File: config.mk
export PLATFORM = sky130hd
export DESIGN_NAME = d_debounce
export DESIGN_NICKNAME = d
export VERILOG_FILES = /design/src/rtl/d_debounce.sv
export SDC_FILE = /design/constraint.sdc
export NUM_CORES = 1
export LEC_CHECK = 0
export CORE_MARGIN = 4
export CORE_UTILIZATION = 35
export CTS_CLUSTER_DIAMETER = 80
export DETAILED_ROUTE_END_ITERATION = 16
export DONT_BUFFER_PORTS = 1
export PLACE_DENSITY = 0.52
export SKIP_LAST_GASP = 1
export SYNTH_ARGS = -nofsm -noshare
export SYNTH_HDL_FRONTEND = slang
export SYNTH_SLANG_ARGS = --single-unit
File: constraint.sdc
create_clock -name clk -period 3.1 [get_ports clk]
set_input_delay 0.775 -clock clk [delete_from_list [all_inputs] [get_ports clk]]
set_output_delay 0.775 -clock clk [all_outputs]
set_load 0.005 [all_outputs]
File: src/rtl/d_debounce.sv
// Synchronises an asynchronous raw input and debounces it with a consecutive-sample
// counter. Outputs a clean registered level plus one-cycle rise/fall pulses.
module d_debounce #(
  parameter int unsigned SYNC_STAGES   = 2,
  parameter int unsigned STABLE_CYCLES = 50000,
  parameter int unsigned CNT_W         = 16,
  parameter logic        RESET_VAL     = 1'b0
) (
  input  logic clk,
  input  logic rst,
  input  logic ce,
  input  logic d_raw,
  output logic q,
  output logic rise,
  output logic fall,
  output logic busy
);

  typedef enum logic [1:0] {
    STABLE_LO = 2'd0,
    WAIT_HI   = 2'd1,
    STABLE_HI = 2'd2,
    WAIT_LO   = 2'd3
  } state_t;

  localparam logic [CNT_W-1:0] CNT_LAST    = CNT_W'(STABLE_CYCLES - 1);
  localparam logic [CNT_W-1:0] CNT_ONE     = CNT_W'(1);
  localparam logic [CNT_W-1:0] CNT_ZERO    = CNT_W'(0);
  localparam state_t           RESET_STATE = RESET_VAL ? STABLE_HI : STABLE_LO;

  logic [SYNC_STAGES-1:0] sync_r;
  logic                   s_s;

  state_t           state_r;
  state_t           state_nx_s;
  logic [CNT_W-1:0] cnt_r;
  logic [CNT_W-1:0] cnt_nx_s;
  logic             q_r;
  logic             q_nx_s;
  logic             rise_r;
  logic             rise_nx_s;
  logic             fall_r;
  logic             fall_nx_s;
  logic             busy_r;
  logic             busy_nx_s;

  // Synchroniser chain: runs every cycle, independent of ce.
  always_ff @(posedge clk) begin
    if (rst) begin
      sync_r <= {SYNC_STAGES{RESET_VAL}};
    end else begin
      sync_r <= {sync_r[SYNC_STAGES-2:0], d_raw};
    end
  end

  assign s_s = sync_r[SYNC_STAGES-1];

  // Next-state, counter and pulse decode; only ce=1 samples advance the qualifier.
  always_comb begin
    state_nx_s = state_r;
    cnt_nx_s   = cnt_r;
    q_nx_s     = q_r;
    rise_nx_s  = 1'b0;
    fall_nx_s  = 1'b0;
    if (ce) begin
      case (state_r)
        STABLE_LO: begin
          if (s_s) begin
            state_nx_s = WAIT_HI;
            cnt_nx_s   = CNT_ONE;
          end else begin
            state_nx_s = STABLE_LO;
            cnt_nx_s   = CNT_ZERO;
          end
        end
        WAIT_HI: begin
          if (!s_s) begin
            state_nx_s = STABLE_LO;
            cnt_nx_s   = CNT_ZERO;
          end else if (cnt_r == CNT_LAST) begin
            state_nx_s = STABLE_HI;
            cnt_nx_s   = CNT_ZERO;
            q_nx_s     = 1'b1;
            rise_nx_s  = 1'b1;
          end else begin
            state_nx_s = WAIT_HI;
            cnt_nx_s   = cnt_r + CNT_ONE;
          end
        end
        STABLE_HI: begin
          if (!s_s) begin
            state_nx_s = WAIT_LO;
            cnt_nx_s   = CNT_ONE;
          end else begin
            state_nx_s = STABLE_HI;
            cnt_nx_s   = CNT_ZERO;
          end
        end
        WAIT_LO: begin
          if (s_s) begin
            state_nx_s = STABLE_HI;
            cnt_nx_s   = CNT_ZERO;
          end else if (cnt_r == CNT_LAST) begin
            state_nx_s = STABLE_LO;
            cnt_nx_s   = CNT_ZERO;
            q_nx_s     = 1'b0;
            fall_nx_s  = 1'b1;
          end else begin
            state_nx_s = WAIT_LO;
            cnt_nx_s   = cnt_r + CNT_ONE;
          end
        end
        default: begin
          // Unreachable encoding: fall back to the stable state matching q.
          state_nx_s = q_r ? STABLE_HI : STABLE_LO;
          cnt_nx_s   = CNT_ZERO;
        end
      endcase
    end else begin
      state_nx_s = state_r;
      cnt_nx_s   = cnt_r;
    end
    busy_nx_s = (state_nx_s == WAIT_HI) || (state_nx_s == WAIT_LO);
  end

  // Registered FSM state, counter and outputs.
  always_ff @(posedge clk) begin
    if (rst) begin
      state_r <= RESET_STATE;
      cnt_r   <= CNT_ZERO;
      q_r     <= RESET_VAL;
      rise_r  <= 1'b0;
      fall_r  <= 1'b0;
      busy_r  <= 1'b0;
    end else begin
      state_r <= state_nx_s;
      cnt_r   <= cnt_nx_s;
      q_r     <= q_nx_s;
      rise_r  <= rise_nx_s;
      fall_r  <= fall_nx_s;
      busy_r  <= busy_nx_s;
    end
  end

  assign q    = q_r;
  assign rise = rise_r;
  assign fall = fall_r;
  assign busy = busy_r;

endmodule

### After elaboration in Yosys (flattened, before gate mapping)

Index checks and enable logic that the tools add are counted.

| word-level totals | value |
|---|---|
| flip-flop bits (word level) | 24 |
| input port bits | 4 |
| output and inout bits | 4 |
| logic and storage cells | 48 |

| cells by class | value |
|---|---|
| $add $sub $neg | 1 |
| equal/unequal tests | 10 |
| multiplexer cells | 20 |
| bitwise operators | 4 |
| reduce and logical (&&, ||, !) cells | 6 |

Operator list:

| kind | number |
|---|---|
| one-hot mux 16 bit (4 select lines) | 1 |
| 2-to-1 mux 16 bit | 3 |
| adder 16 x 1 -> 16 bit (second input constant) | 1 |
| equality test 16 bit (second input constant) | 1 |
| 2-to-1 mux 2 bit | 5 |
| 2-to-1 mux 1 bit | 9 |
| != test 2 bit (second input constant) | 4 |
| one-hot mux 2 bit (4 select lines) | 1 |
| OR reduction 4 bit | 2 |
| equality test 2 bit (second input constant) | 3 |
| AND reduction 6 bit | 1 |
| equality test 2 x 1 -> 1 bit (second input constant) | 2 |
| inverter 1 bit | 4 |
| zero test 2 bit | 1 |
| one-hot mux 1 bit (2 select lines) | 1 |
| nonzero test 2 bit | 1 |
| logical OR 1 bit | 1 |

### Depth between registers and ports, before layout

Gate-level depths: netlist (run 1).

| logic depth | value |
|---|---|
| depth after elaboration | 7 |
| gate-level depth with buffers | 7 |
| depth with buffers taken out | 6 |

### Worst setup path after synthesis (run 1)

Ideal clock, no wire load.

| path | value |
|---|---|
| kind | register to register |
| start point | reg cnt_r[4] |
| end point | reg cnt_r[11] |
| setup time | 117 ps |
| arrival | 1837 ps |
| required time | 2983 ps |
| setup slack | 1146 ps |
| cell stages (with the launch flop) | 6 |
| path buffers | 1 |
| clock period less this slack | 1954 ps |
| path through | dfxtp_1 > or4b_4 > nor4_4 > nor2_2 > buf_6 > a22o_1 |

| on the way | value |
|---|---|
| word-level cells in the longest chain between the ends | 4 |
| elaborated cells between the ends (all ways) | 6 |
| those cells by class | add/sub: 1; eq/ne: 1; mux: 4 |

RTL lines:

| element | RTL line | source |
|---|---|---|
| from (decl) | 36 | `logic [CNT_W-1:0] cnt_r;` |
| from (signal assigned) | 137 | `cnt_r <= cnt_nx_s;` |
| adder 16 x 1 -> 16 bit or equality test 16 bit (tied branches) | n/a |  |
| 2-to-1 mux 16 bit (*) | 80, 103 |  |
| 2-to-1 mux 16 bit (on tied branches) | 100, 77 |  |
| one-hot mux 16 bit (4 select lines) (*) | 66 | `case (state_r)` |

Mark *: on every way between the ends. The rest lies on a longest branch, timed or not.
A chain may end at the register's enable or synchronous reset.

### Worst setup path in the final report (run 1)

Ends and elaborated chain as after synthesis.

==> impl_metrics.prom, run 1 <==
# TYPE chip_impl_metric gauge
chip_impl_metric{name="dpl.hpwl",unit="µm"} 1696
chip_impl_metric{name="final_count_of_negative_setup_slack_endpoints",unit=""} 0
chip_impl_metric{name="synthArstFlopShare",unit="%"} 0
chip_impl_metric{name="share_of_final_layout_standard_cells_stronger_than_drive_strength_1",unit="%"} 6.716
chip_impl_metric{name="drt_first_pass_iters",unit=""} 4
chip_impl_metric{name="cts-buffers-inserted",unit=""} 3
chip_impl_metric{name="cts-root-to-sink-buffers",unit=""} 2
chip_impl_info{name="crit_slowest_cell",value="or4b_4"} 1
chip_impl_metric{name="post-route-period-util",unit="%"} 72.55
chip_impl_metric{name="worst_ep_arrival_time",unit="ps"} 2470
chip_impl_metric{name="ant_nets",unit=""} 0
chip_impl_metric{name="worstMarginPinSlew",unit="ps"} 631.0
chip_impl_info{name="outcome",value="completed"} 1
chip_impl_metric{name="number_of_cells_on_the_worst_reg_to_reg_path",unit=""} 5
chip_impl_info{name="rsz0062_at_grt",value="no"} 1
chip_impl_metric{name="syn_inst",unit=""} 134
chip_impl_metric{name="min_path_cells",unit=""} 1
chip_impl_metric{name="maxCapViolations",unit=""} 0
chip_impl_metric{name="grt_overflow_total",unit=""} 0
chip_impl_metric{name="synthToLayoutAreaGrowth",unit="%"} 5.299
chip_impl_metric{name="final_nets",unit=""} 140
chip_impl_metric{name="grt_pass1_wl",unit="µm"} 4126
chip_impl_metric{name="die_w",unit="µm"} 64.31
chip_impl_metric{name="postSynthAreaPerCell",unit="µm²"} 8.282
chip_impl_metric{name="number_of_global_route_vias_before_repair",unit=""} 929
chip_impl_metric{name="post_cts_resize_count",unit=""} 0
chip_impl_metric{name="grt.total_usage",unit="%"} 12.61
chip_impl_metric{name="drtIter0Drc",unit=""} 56
chip_impl_metric{name="setup-tns-final",unit="ps"} 0
chip_impl_metric{name="report.final.slew_viol_count",unit=""} 0
chip_impl_metric{name="port_buffers",unit=""} 0
chip_impl_metric{name="synth-seq-cells",unit=""} 23
chip_impl_metric{name="synth.yosys.warnings",unit=""} 0
chip_impl_metric{name="synth_top_area_share",unit="%"} 41.49
chip_impl_metric{name="post-cts-setup-buffer-count",unit=""} 0
chip_impl_info{name="tritoncts_clock_tree",value="done"} 1
chip_impl_metric{name="final_cells",unit=""} 178
chip_impl_metric{name="p_per_area",unit="mW/mm²"} 386.3
chip_impl_metric{name="n_antenna_cell",unit=""} 0
chip_impl_metric{name="number_of_hold_repair_buffers_added_at_the_cts_stage",unit=""} 0
chip_impl_metric{name="crit_path_max_fanout",unit=""} 17
chip_impl_info{name="category_of_the_critical_setup_timing_path",value="reg2reg"} 1
chip_impl_metric{name="synth.lib_cells_used.distinct",unit=""} 38
chip_impl_metric{name="io_pins",unit=""} 8
chip_impl_metric{name="timing.critical_path.required",unit="ps"} 3320
chip_impl_metric{name="htree_levels",unit=""} 1
chip_impl_info{name="critical_path.cell_chain",value="or4b_4 > nor4_4 > nor2_2 > a21o_1 > a22o_1"} 1
chip_impl_metric{name="timing.clock.skew",unit="ps"} 4.546
chip_impl_metric{name="maximum_clock_frequency",unit="MHz"} 444.6
chip_impl_metric{name="synth_sequential_area_ratio",unit="%"} 41.49
chip_impl_metric{name="cp_slowest_stage_delay",unit="ps"} 580
chip_impl_metric{name="clkLatencyLatePin",unit="ps"} 310
chip_impl_info{name="timing.critical_path.to_type",value="register"} 1
chip_impl_metric{name="synth_nets",unit=""} 139
chip_impl_metric{name="die_height",unit="µm"} 64.31
chip_impl_metric{name="largest_net_degree_at_the_start_of_global_routing",unit=""} 18
chip_impl_metric{name="viasPerCell",unit=""} 5.584
chip_impl_metric{name="gp_congestion",unit=""} 0.8356
chip_impl_metric{name="clkTransAtPathRegs",unit="ps"} 130
chip_impl_info{name="leading_cell_types_by_total_area_after_synthesis",value="dfxtp_1, nand2_1, a21oi_1, nand3_1, o21ai_0"} 1
chip_impl_metric{name="antenna_found_initial",unit=""} 0
chip_impl_info{name="yosys.cell_count.top_type",value="dfxtp_1"} 1
chip_impl_metric{name="post-place-cells",unit=""} 174
chip_impl_info{name="worstSetupStartpointType",value="register"} 1
chip_impl_metric{name="tritoncts_num_sinks",unit=""} 23
chip_impl_info{name="hold_crit_path_type",value="reg2reg"} 1
chip_impl_metric{name="route.final.wire_length",unit="µm"} 2393
chip_impl_info{name="synth_top_flop_cell",value="dfxtp_1"} 1
chip_impl_metric{name="wl_per_cell",unit="µm"} 13.44
chip_impl_metric{name="cellLeakagePower",unit="nW"} 0.3712
chip_impl_metric{name="synth-edff-count",unit=""} 0
chip_impl_metric{name="fp-row-count",unit=""} 20
chip_impl_metric{name="design.die.area",unit="mm²"} 0.004136
chip_impl_metric{name="timing_hold_violations_final",unit=""} 0
chip_impl_info{name="cts-root-buf",value="clkbuf_4"} 1
chip_impl_metric{name="peakVddDrop",unit="mV"} 0.1697
chip_impl_info{name="synth.cells.most_frequent",value="dfxtp_1, nand2_1, a21oi_1"} 1
chip_impl_metric{name="synth.cell_area",unit="mm²"} 0.001110
chip_impl_metric{name="dr_total_vias",unit=""} 994
chip_impl_info{name="post-synth-top-area-cell",value="dfxtp_1"} 1
chip_impl_metric{name="number_of_remaining_drc_errors",unit=""} 0
chip_impl_metric{name="initial_core_utilization",unit="%"} 36.35
chip_impl_metric{name="max_slew_margin",unit="%"} 57.89
chip_impl_metric{name="design.core.area",unit="mm²"} 0.003053
chip_impl_metric{name="period_needed",unit="ps"} 2249
[worst max-delay path, delay by kind of cell (launching register included)]
family          cells  cell delay [ps]
compound gates      2              390
flops               1              390
simple gates        3             1390
[report_power, final]
part | total, mW | internal (mW) | switching [mW]
Combinational | 0.0107 | 0.00431 | 0.00638
Clock | 0.141 | 0.0502 | 0.0910
Sequential | 0.300 | 0.297 | 0.00219
Total | 0.451 | 0.352 | 0.0996
[flip-flops by register name, indices dropped and copies added, names as in the netlist, named ones only]
| signal | count |
|---|---|
| cnt_r | 16 |
| sync_r | 2 |
| fall | 1 |
| q | 1 |
| rise | 1 |
[through the flow]
step                utilization, %  instance area [µm²]  setup slack, ps  hold WS [ps]  power (mW)
detailed placement           37.42                 1142            883.6         441.3      0.3169
global placement             37.42                 1142            943.2         426.4      0.3168
CTS                          38.28                 1169            857.2         462.2      0.4559
global route                 38.28                 1169            660.8         471.8      0.4708
finish                       38.28                 1169            851.0         456.9      0.4515
floorplan                        -                 1110             1146         413.8      0.3172
[layout make-up]
cell class / instances / area [µm²]
flip-flops and latches: 23 / 460.4
multi-input cells: 103 / 611.8
well taps: 44 / 55.05
fillers: 322 / 1884
clock buffers: 4 / 26.28
inverters: 4 / 15.01
[final timing paths]
path | from | endpoint | slack [ps]
max | cnt_r[4] | cnt_r[11] | 850
min | sync_r[0] | sync_r[1] | 460
max reg2reg | cnt_r[4] | cnt_r[11] | 850
min reg2reg | sync_r[0] | sync_r[1] | 460
[cells in the final DEF (no fill, tap or decap), drive strengths merged, types with 2 or more instances in the layout]
cell / instances
dfxtp: 23
nand2: 15
o21ai: 12
a21oi: 11
nand3: 11
nor2: 11
a31oi: 5
nor3: 5
inv: 4
clkbuf: 4
nand4: 3
nor4b: 3
nor4: 3
nand4b: 2
nor2b: 2
a22o: 2
mux2i: 2
nand3b: 2
or4b: 2
or2: 2
[cells by family after synthesis]
kind of cell,count (synthesis),synth area share (%)
xor+xnor,2,1.579
simple gates,64,33.03
flops,23,41.49
fa+ha+maj,1,1.127
buf+inv,8,3.382
compound gates,34,17.59
mux,2,1.804
[routing by layer]
layer	GRT usage (%)	vias to the layer above	part of all wire [%]	wire, µm
met1	16.08	482	50	1201
met5	0	-	0	0
met2	19.85	17	46	1097
met3	3.163	2	3.2	76
met4	5.805	0	0.79	19
li1	-	493	-	-
Power figures use the tool's default switching activity.
==> inputs of run 2 (changes only) <==
Settings changed: PLACE_DENSITY 0.52 to 0.54.
Clock period 3.1 ns to 1.8 ns, I/O delays scaled along.
==> impl_metrics.prom, run 2 (synthesis results as in run 1) <==
# TYPE chip_impl_metric gauge
chip_impl_metric{name="design.core.area",unit="mm²"} 0.003053
chip_impl_metric{name="totalPowerFinal",unit="mW"} 0.7905
chip_impl_info{name="worstHoldStart",value="rst"} 1
chip_impl_metric{name="number_of_cells_on_the_worst_reg_to_reg_path",unit=""} 6
chip_impl_metric{name="final_count_of_negative_setup_slack_endpoints",unit=""} 16
chip_impl_metric{name="htree_levels",unit=""} 1
chip_impl_metric{name="crit_path_max_fanout",unit=""} 6
chip_impl_metric{name="wl_per_cell",unit="µm"} 13.73
chip_impl_metric{name="cellLeakagePower",unit="nW"} 0.5489
chip_impl_metric{name="number_of_global_route_vias_before_repair",unit=""} 1100
chip_impl_info{name="crit-reg2reg-capture",value="cnt_r[11]"} 1
chip_impl_metric{name="ant_nets",unit=""} 0
chip_impl_metric{name="design.die.area",unit="mm²"} 0.004136
chip_impl_metric{name="share_of_final_layout_standard_cells_stronger_than_drive_strength_1",unit="%"} 32.52
chip_impl_metric{name="seqPwrFrac",unit="%"} 65.3
chip_impl_metric{name="worstMarginPinSlew",unit="ps"} 367.4
chip_impl_metric{name="period_needed",unit="ps"} 1877
chip_impl_metric{name="clkLatencyLatePin",unit="ps"} 310
chip_impl_metric{name="largest_net_degree_at_the_start_of_global_routing",unit=""} 15
chip_impl_metric{name="worst_ep_arrival_time",unit="ps"} 2100
chip_impl_info{name="violations_in_the_final_reports",value="setup timing"} 1
chip_impl_metric{name="regArea",unit="µm²"} 465.4
chip_impl_metric{name="max_slew_margin",unit="%"} 75.48
chip_impl_metric{name="cts-buffers-inserted",unit=""} 3
chip_impl_metric{name="n_antenna_cell",unit=""} 0
chip_impl_metric{name="report.final.slew_viol_count",unit=""} 0
chip_impl_metric{name="dpl.hpwl",unit="µm"} 2032
chip_impl_metric{name="timing.clock.skew",unit="ps"} 7.742
chip_impl_metric{name="peakVddDrop",unit="mV"} 0.2560
chip_impl_metric{name="grt_overflow_total",unit=""} 0
chip_impl_metric{name="timing.final.ws_setup",unit="ps"} -76.74
chip_impl_metric{name="synthToLayoutAreaGrowth",unit="%"} 35.74
chip_impl_metric{name="drt_first_pass_iters",unit=""} 4
chip_impl_metric{name="number_of_remaining_drc_errors",unit=""} 0
chip_impl_metric{name="viasPerCell",unit=""} 5.295
chip_impl_info{name="tritoncts_clock_tree",value="done"} 1
chip_impl_info{name="biggestRegsByFlops",value="cnt_r: 16 flops, sync_r: 2 flops"} 1
chip_impl_metric{name="multiInputGateArea",unit="µm²"} 681.9
chip_impl_metric{name="p_per_area",unit="mW/mm²"} 524.7
chip_impl_metric{name="die_w",unit="µm"} 64.31
chip_impl_metric{name="dr_total_vias",unit=""} 1096
chip_impl_metric{name="gp_congestion",unit=""} 0.7846
chip_impl_metric{name="min_path_cells",unit=""} 1
chip_impl_info{name="rsz0062_at_grt",value="yes"} 1
chip_impl_info{name="timing.critical_path.to_type",value="register"} 1
chip_impl_metric{name="internal_power",unit="mW"} 0.6078
chip_impl_metric{name="antenna_found_initial",unit=""} 0
chip_impl_metric{name="post-route-period-util",unit="%"} 104.3
chip_impl_metric{name="maximum_clock_frequency",unit="MHz"} 532.8
chip_impl_metric{name="final_util",unit="%"} 49.34
chip_impl_info{name="worst_r2r_startpoint",value="cnt_r[11]"} 1
chip_impl_metric{name="setup.reg_to_reg.worst_slack",unit="ps"} -80
chip_impl_info{name="cts-root-buf",value="clkbuf_4"} 1
chip_impl_metric{name="drtIter0Drc",unit=""} 39
chip_impl_metric{name="cts-root-to-sink-buffers",unit=""} 2
chip_impl_info{name="registers.top_by_ff_count",value="cnt_r"} 1
chip_impl_info{name="category_of_the_critical_setup_timing_path",value="reg2reg"} 1
chip_impl_metric{name="fp-row-count",unit=""} 20
chip_impl_metric{name="tritoncts_num_sinks",unit=""} 23
chip_impl_info{name="outcome",value="finished, violations left"} 1
chip_impl_info{name="worstSetupStartpointType",value="register"} 1
chip_impl_metric{name="sw_frac_of_total",unit="%"} 23.11
chip_impl_info{name="mostFrequentLayoutCells",value="buf_4, dfxtp_1, nand2_1, nor2_1, nand3_1"} 1
chip_impl_metric{name="port_buffers",unit=""} 0
chip_impl_metric{name="final_nets",unit=""} 169
chip_impl_metric{name="timing_hold_violations_final",unit=""} 0
chip_impl_metric{name="power.combinational.fraction",unit="%"} 3.5
chip_impl_metric{name="p_sw",unit="mW"} 0.1827
chip_impl_metric{name="initial_core_utilization",unit="%"} 36.35
chip_impl_metric{name="power.share.clock",unit="%"} 31.3
chip_impl_metric{name="grt_pass1_wl",unit="µm"} 5030
chip_impl_metric{name="die_height",unit="µm"} 64.31
chip_impl_info{name="mostFrequentLayoutCell",value="buf_4"} 1
chip_impl_metric{name="num-fill-cells",unit=""} 307
chip_impl_metric{name="number_of_hold_repair_buffers_added_at_the_cts_stage",unit=""} 0
chip_impl_metric{name="largest_register_ff_count",unit=""} 16
chip_impl_metric{name="clkTransAtPathRegs",unit="ps"} 140
chip_impl_metric{name="timing.critical_path.required",unit="ps"} 2020
chip_impl_metric{name="io_pins",unit=""} 8
chip_impl_metric{name="route.final.wire_length",unit="µm"} 2843
chip_impl_info{name="hold_crit_path_type",value="in2reg"} 1
chip_impl_metric{name="grt.total_usage",unit="%"} 15.13
chip_impl_metric{name="maxCapViolations",unit=""} 0
-- run 2: layout make-up --
| class | instances | area share, % |
|---|---|---|
| well taps | 44 | 3.654 |
| repair buffers | 29 | 17.36 |
| multi-input cells | 103 | 45.27 |
| flip-flops and latches | 23 | 30.90 |
| clock inverters | 1 | 0.3322 |
| clock buffers | 3 | 1.495 |
| inverters | 4 | 0.9967 |
-- run 2: what timing repair did --
action | 4_1_cts | 5_1_grt
setup endpoints to repair | 16 | 19
gates resized for setup | 18 | 5
cloned | 1 | 0
buffers inserted | 3 | 1
pin swaps | 7 | 5
-- run 2: layer usage --
layer | wire (µm) | vias to the layer above | track usage (%)
met5 | 0 | - | 0
met1 | 1317 | 531 | 18.42
met3 | 69 | 2 | 2.109
li1 | - | 551 | -
met2 | 1440 | 12 | 26.80
met4 | 15 | 0 | 5.541
-- run 2: power by group through the flow --
stage	sequential, mW	clock, mW	combinational (mW)
after global routing	0.517	0.286	0.0309
after global placement	0.527	0	0.0231
after floorplan	0.525	0	0.0209
after CTS	0.516	0.258	0.0257
after detailed placement	0.527	0	0.0233
final	0.516	0.247	0.0276
-- run 2: through the flow --
step	std cells	TNS, ps	instance area (µm²)	hold slack [ps]	setup slack (ps)
final	207	-668.0	1506	171.5	-76.74
after global routing	207	-2210	1506	145.2	-158.0
after CTS	206	-983.9	1468	158.0	-97.85
after detailed placement	199	-523.1	1353	433.7	-71.62
after global placement	199	-99.86	1353	432.7	-31.98
after floorplan	134	-635.6	1120	413.8	-94.51
-- run 2: how the worst max path moves through the flow --
stage | cells past startpoint | startpoint | slack (ps) | endpoint
3_5_place_dp | 7 | cnt_r[11] | -70 | cnt_r[3]
4_1_cts | 7 | cnt_r[5] | -100 | cnt_r[3]
5_1_grt | 6 | cnt_r[11] | -160 | q
3_3_place_gp | 6 | cnt_r[11] | -30 | cnt_r[11]
6_report | 6 | cnt_r[11] | -80 | cnt_r[11]
2_1_floorplan | 5 | cnt_r[11] | -90 | cnt_r[11]
-- run 2: critical path: stages (launching register included) --
cell and delay, ps:
dfxtp_2 350, or4b_4 550, nor4_4 300, buf_6 170, nor2_4 70, buf_12 150, a22o_1 200
